`src/rtl/sys_ctrl_pkg.sv`:
```
// rtl/sys_ctrl_pkg.sv - shared types and constants for the ALU command sequencer
package sys_ctrl_pkg;

  typedef enum logic [3:0] {
    ST_IDLE,
    ST_GET_A,
    ST_GET_B,
    ST_GET_FUN,
    ST_ALU_REQ,
    ST_ALU_WAIT,
    ST_SEND_LO,
    ST_SEND_HI,
    ST_SEND_ERR
  } state_t;

  localparam logic [7:0] OP_CC    = 8'hCC;
  localparam logic [7:0] OP_DD    = 8'hDD;
  localparam logic [7:0] ERR_BYTE = 8'hEE;
  localparam int         WAIT_MAX = 4;

  // Function codes understood by the ALU; 4'hF is unused and never answers.
  localparam logic [3:0] FUN_ADD  = 4'h0;
  localparam logic [3:0] FUN_SUB  = 4'h1;
  localparam logic [3:0] FUN_MUL  = 4'h2;
  localparam logic [3:0] FUN_DIV  = 4'h3;
  localparam logic [3:0] FUN_AND  = 4'h4;
  localparam logic [3:0] FUN_OR   = 4'h5;
  localparam logic [3:0] FUN_NAND = 4'h6;
  localparam logic [3:0] FUN_NOR  = 4'h7;
  localparam logic [3:0] FUN_XOR  = 4'h8;
  localparam logic [3:0] FUN_XNOR = 4'h9;
  localparam logic [3:0] FUN_EQ   = 4'hA;
  localparam logic [3:0] FUN_GT   = 4'hB;
  localparam logic [3:0] FUN_LT   = 4'hC;
  localparam logic [3:0] FUN_SHR  = 4'hD;
  localparam logic [3:0] FUN_SHL  = 4'hE;
  localparam logic [3:0] FUN_NONE = 4'hF;

endpackage

```
`src/rtl/sys_alu_ctrl.sv`:
```
// rtl/sys_alu_ctrl.sv - RX byte parser driving the registered ALU and pushing results to the TX FIFO
module sys_alu_ctrl
  import sys_ctrl_pkg::*;
#(
  parameter logic [7:0] P_OP_CC    = OP_CC,
  parameter logic [7:0] P_OP_DD    = OP_DD,
  parameter logic [7:0] P_ERR_BYTE = ERR_BYTE,
  parameter int         P_WAIT_MAX = WAIT_MAX
) (
  input  logic        CLK,
  input  logic        RST,
  input  logic [7:0]  RX_DATA,
  input  logic        RX_VALID,
  output logic [7:0]  ALU_A,
  output logic [7:0]  ALU_B,
  output logic [3:0]  ALU_FUN,
  output logic        ALU_EN,
  output logic        ALU_CLK_EN,
  input  logic [15:0] ALU_OUT,
  input  logic        ALU_VALID,
  input  logic        FIFO_FULL,
  output logic [7:0]  TX_DATA,
  output logic        TX_VALID
);

  localparam int CNT_W = $clog2(P_WAIT_MAX + 1);

  state_t            r_state;
  logic [7:0]        r_a;
  logic [7:0]        r_b;
  logic [3:0]        r_fun;
  logic [15:0]       r_result;
  logic [CNT_W-1:0]  r_cnt;
  logic              r_alu_en;
  logic              r_alu_clk_en;
  logic [7:0]        r_tx_data;
  logic              r_tx_valid;

  assign ALU_A      = r_a;
  assign ALU_B      = r_b;
  assign ALU_FUN    = r_fun;
  assign ALU_EN     = r_alu_en;
  assign ALU_CLK_EN = r_alu_clk_en;
  assign TX_DATA    = r_tx_data;
  assign TX_VALID   = r_tx_valid;

  // A send state advances only after the cycle in which r_tx_valid was high,
  // i.e. after the byte was actually written; FIFO_FULL is resampled every edge.
  always_ff @(posedge CLK or negedge RST) begin
    if (!RST) begin
      r_state      <= ST_IDLE;
      r_a          <= '0;
      r_b          <= '0;
      r_fun        <= '0;
      r_result     <= '0;
      r_cnt        <= '0;
      r_alu_en     <= 1'b0;
      r_alu_clk_en <= 1'b0;
      r_tx_data    <= '0;
      r_tx_valid   <= 1'b0;
    end else begin
      r_alu_en <= 1'b0;
      case (r_state)
        ST_IDLE: begin
          r_tx_valid <= 1'b0;
          if (RX_VALID) begin
            if (RX_DATA == P_OP_CC) begin
              r_state <= ST_GET_A;
            end else if (RX_DATA == P_OP_DD) begin
              r_state      <= ST_GET_FUN;
              r_alu_clk_en <= 1'b1;
            end
          end
        end
        ST_GET_A: begin
          if (RX_VALID) begin
            r_a     <= RX_DATA;
            r_state <= ST_GET_B;
          end
        end
        ST_GET_B: begin
          if (RX_VALID) begin
            r_b          <= RX_DATA;
            r_state      <= ST_GET_FUN;
            r_alu_clk_en <= 1'b1;
          end
        end
        ST_GET_FUN: begin
          if (RX_VALID) begin
            r_fun    <= RX_DATA[3:0];
            r_state  <= ST_ALU_REQ;
            r_alu_en <= 1'b1;
          end
        end
        ST_ALU_REQ: begin
          r_cnt   <= '0;
          r_state <= ST_ALU_WAIT;
        end
        ST_ALU_WAIT: begin
          if (ALU_VALID) begin
            r_result     <= ALU_OUT;
            r_tx_data    <= ALU_OUT[7:0];
            r_tx_valid   <= ~FIFO_FULL;
            r_alu_clk_en <= 1'b0;
            r_state      <= ST_SEND_LO;
          end else if (r_cnt == CNT_W'(P_WAIT_MAX - 1)) begin
            r_tx_data    <= P_ERR_BYTE;
            r_tx_valid   <= ~FIFO_FULL;
            r_alu_clk_en <= 1'b0;
            r_state      <= ST_SEND_ERR;
          end else begin
            r_cnt <= r_cnt + 1'b1;
          end
        end
        ST_SEND_LO: begin
          r_tx_valid <= ~FIFO_FULL;
          if (r_tx_valid) begin
            r_tx_data <= r_result[15:8];
            r_state   <= ST_SEND_HI;
          end else begin
            r_tx_data <= r_result[7:0];
          end
        end
        ST_SEND_HI, ST_SEND_ERR: begin
          if (r_tx_valid) begin
            r_tx_valid <= 1'b0;
            r_state    <= ST_IDLE;
          end else begin
            r_tx_valid <= ~FIFO_FULL;
          end
        end
        default: begin
          r_state      <= ST_IDLE;
          r_alu_clk_en <= 1'b0;
          r_tx_valid   <= 1'b0;
        end
      endcase
    end
  end

endmodule
```
`config.mk`:
```
export PLATFORM = sky130hd
export DESIGN_NAME = sys_alu_ctrl
export DESIGN_NICKNAME = d
export VERILOG_FILES = /design/src/rtl/sys_ctrl_pkg.sv /design/src/rtl/sys_alu_ctrl.sv
export SDC_FILE = /design/constraint.sdc
export NUM_CORES = 1
export LEC_CHECK = 0
export CAP_MARGIN = 20
export CORE_MARGIN = 5
export CORE_UTILIZATION = 54
export DETAILED_ROUTE_END_ITERATION = 7
export PLACE_DENSITY = 0.92
export SLEW_MARGIN = 10
export SYNTH_ARGS = -nofsm -noshare
export SYNTH_HDL_FRONTEND = slang
export SYNTH_SLANG_ARGS = --single-unit
```
`constraint.sdc`:
```
create_clock -name CLK -period 3.55 [get_ports CLK]
set_input_delay 1.065 -clock CLK [delete_from_list [all_inputs] [get_ports CLK]]
set_output_delay 1.065 -clock CLK [all_outputs]
set_load 0.02 [all_outputs]
```
==> run_results.csv <==
group,metric,value,unit
outcome,status,"completed",
grt,grtUsageTotal,18.25,%
worst_setup_path,cp.required,2.48,ns
clocking,clk_pin_slew,0.09,ns
worst_setup_path,r2r_start,"r_cnt[0]",
logic_synthesis,synth_area_per_cell,12.65,um2
pwr,intPower,1877,uW
final_layout,post-route-util,71.15,%
place,dp_hpwl,3770,um
worst_setup_path,crit_slowest_cell,"dfrtp_1",
worst_setup_path,rr_worst_depth,6,
drt,first_pass_iters,4,
pwr,switchingPower,1031,uW
worst_setup_path,path_cells,"clkdlybuf4s50_1",
logic_synthesis,synth_top_area_cell,"dfrtp_1",
worst_setup_path,worstSetupStartpointType,"flop",
place,dp.cells,311,
pwr,power,2908,uW
drt,wl_per_cell,16.48,um
final_layout,diodes,0,
timing,fin_setup_tns,0,ns
clocking,clock_latency,0.31,ns
logic_synthesis,synth.distinct_cells,48,
place,port_buffers,59,
final_layout,regArea,1351,um2
logic_synthesis,synth_edf_count,0,
place,place_area,3228,um2
final_layout,fin_cells,319,
worst_setup_path,critical_path.endpoint,"TX_VALID",
drt,post_drt_via_cell_ratio,5.727,
logic_synthesis,synth_area,2592,um2
worst_setup_path,path_buf_inv,1,
final_layout,area_growth,28.76,%
clocking,clock-sinks,54,
pwr,ir_worst_vdd,0.4107,mV
timing,fmax,352.9,MHz
grt,grt_max_degree,55,
logic_synthesis,synth_area_leaders,"dfrtp_1 52%, mux2_2 20%, mux2i_1 2.3%",
logic_synthesis,yosysMostFrequentCell,"dfrtp_1",
worst_setup_path,critPathLaunch,"TX_VALID",
timing,relSlewSlack,54.78,%
pwr,total_leakage_power,0.001394,uW
clocking,htreeDepth,2,
final_layout,layout-drive-gt1-share,24.91,%
clocking,post-cts-setup-buffers,0,
floorplan,ioPinCount,60,
worst_setup_path,worstSetupEndpointType,"primary output",
floorplan,die_h,79.29,um
timing,min_period_over_period,79.82,%
worst_setup_path,r2r_slack,1.45,ns
grt,grt_overflow_total,0,
pwr,power_density,871.1,nW/um2
final_layout,design_area,3338,um2
final_layout,fill_cells,351,
clocking,cts_tree,"built",
logic_synthesis,synth_top_area_share,52.12,%
min_path,min_path_type,"flop to flop",
floorplan,rows,25,
timing,rsz0062_at_grt,"false",
clocking,clockBufferDepth,2,
worst_setup_path,cpPeakStageDelay,0.74,ns
grt,grt_pass1_vias,1870,
floorplan,core,4692,um2
logic_synthesis,ys_seq_area_share,52.12,%
timing,worst_pin_slew,0.6766,ns
logic_synthesis,yosys_register_bits,54,
clocking,cts_buffers,5,
clocking,hold_buffers,0,
worst_setup_path,crit_fanout,12,
logic_synthesis,yosys_warnings,0,
pwr,swShare,35.46,%
pwr,clockPowerShare,13.9,%
timing,fin_worst_skew,0.005053,ns
place,place_congestion,0.7942,
worst_setup_path,rr_endpoint,"TX_DATA[3]",
floorplan,dieArea,6287,um2
grt,antenna_found_initial,0,
clocking,cts_root_buf,"clkbuf_8",
timing,hold_viol,0,
floorplan,start_util,55.25,%
worst_setup_path,arrival,1.77,ns
final_layout,final_nets,295,
worst_setup_path,criticalPathCategory,"flop to primary output",
pwr,power_frac_comb,46.3,%
pwr,p_seq_share,39.8,%
run,max_cap_violations,0,
drt,wirelength,5258,um
timing,setup_viol_count_final,0,
floorplan,fp.dieW,79.29,um
timing,slew_viol_final,0,
timing,fin_crit,2.834,ns
final_layout,multiInputGateArea,1179,um2
drt,drc,0,
grt,grt_pass1_wl,8921,um
worst_setup_path,path_depth,1,
drt,drt_iter0_drc,53,
logic_synthesis,yosys-top-cells-count,"54 x dfrtp_1, 46 x mux2_2, 8 x a21oi_1",
worst_setup_path,crit_family,"flip-flops",
drt,route.vias.total,1827,
logic_synthesis,async_flop_share,100.0,%
drt,ant_nets,0,
logic_synthesis,synth-main-ff-cell,"dfrtp_1",
logic_synthesis,syn_inst,205,
logic_synthesis,syn_nets,236,
clocking,ctsResizeCount,0,
[cell families (layout without fill, tap and decap cells)]
kind of cell               count (synthesis)  in the layout  synth area share [%]
AOI/OAI and AO/OA                         33             33                 9.508
buffers and inverters                     16             76                 2.654
xor gates and xnor gates                   1              1                0.3379
DFF                                       54             54                 52.12
muxes                                     54             54                 23.17
adders and majority gates                  2              2                0.9651
and+or+nand+nor                           45             45                 11.25
[power groups by stage]
stage / Combinational, uW / Sequential (uW) / Clock [uW]
2_1_floorplan: 709 / 1270 / 0
3_3_place_gp: 1320 / 1150 / 0
3_5_place_dp: 1360 / 1170 / 0
4_1_cts: 1370 / 1160 / 415
5_1_grt: 1460 / 1210 / 439
6_report: 1350 / 1160 / 404
[registers in the layout, summed over array words and instances, names as in the netlist]
signal,count
ALU_A,8
ALU_B,8
ALU_CLK_EN,1
ALU_EN,1
ALU_FUN,4
TX_DATA,8
TX_VALID,1
r_cnt,3
r_result,16
r_state,4
[metal layers]
metal	vias to the layer above	global-route usage (%)	part of all wire, %
li1	868	-	-
met1	900	21.97	45
met2	53	31.31	48
met3	6	5.556	6.0
met4	0	5.670	1.3
met5	-	0	0
[worst min path at each step]
stage / slack, ns / depth (start not counted) / start / end
after global placement: 0.46 / 2 / r_cnt[2] / r_cnt[2]
after floorplan: 0.45 / 2 / r_cnt[2] / r_cnt[2]
after global routing: 0.52 / 2 / r_cnt[2] / r_cnt[2]
after detailed placement: 0.48 / 1 / ALU_CLK_EN / ALU_CLK_EN
after CTS: 0.50 / 1 / ALU_CLK_EN / ALU_CLK_EN
final: 0.49 / 2 / r_cnt[2] / r_cnt[2]
[per-stage QoR]
| step | hold WS, ns | setup slack [ns] |
|---|---|---|
| 6_report | 0.4917 | 0.7163 |
| 5_1_grt | 0.5187 | 0.6073 |
| 4_1_cts | 0.4968 | 0.6749 |
| 3_5_place_dp | 0.4764 | 0.6956 |
| 3_3_place_gp | 0.4646 | 0.7334 |
| 2_1_floorplan | 0.4497 | 1.264 |
[layout make-up]
type | count | share of cell area [%]
multi-input cells | 135 | 35.31
well taps | 54 | 2.024
clock inverters | 2 | 1.124
repair buffers | 62 | 18.22
flip-flops and latches | 54 | 40.48
clock buffers | 6 | 2.174
inverters | 6 | 0.6747
[cells in the final DEF (no fill, tap or decap), types with 2 or more instances in the layout]
master | synthesis | layout
o21a_1 | 2 | 2
a21oi_1 | 8 | 8
nor2_1 | 6 | 6
nor3b_1 | 6 | 6
nor3_1 | 2 | 2
mux2_1 | 2 | 2
or3_1 | 4 | 4
o211ai_1 | 2 | 2
and4_1 | 2 | 2
and2b_1 | 2 | 2
o31ai_1 | 2 | 2
clkbuf_8 | 0 | 5
mux2i_1 | 6 | 6
inv_1 | 6 | 6
nand2_1 | 7 | 7
ha_1 | 2 | 2
clkdlybuf4s50_1 | 0 | 58
and3_1 | 2 | 2
dfrtp_1 | 54 | 54
mux2_2 | 46 | 46
nand2b_1 | 3 | 3
o21ai_0 | 7 | 7
buf_4 | 1 | 3
No activity file was read; power rests on OpenSTA's default activity.
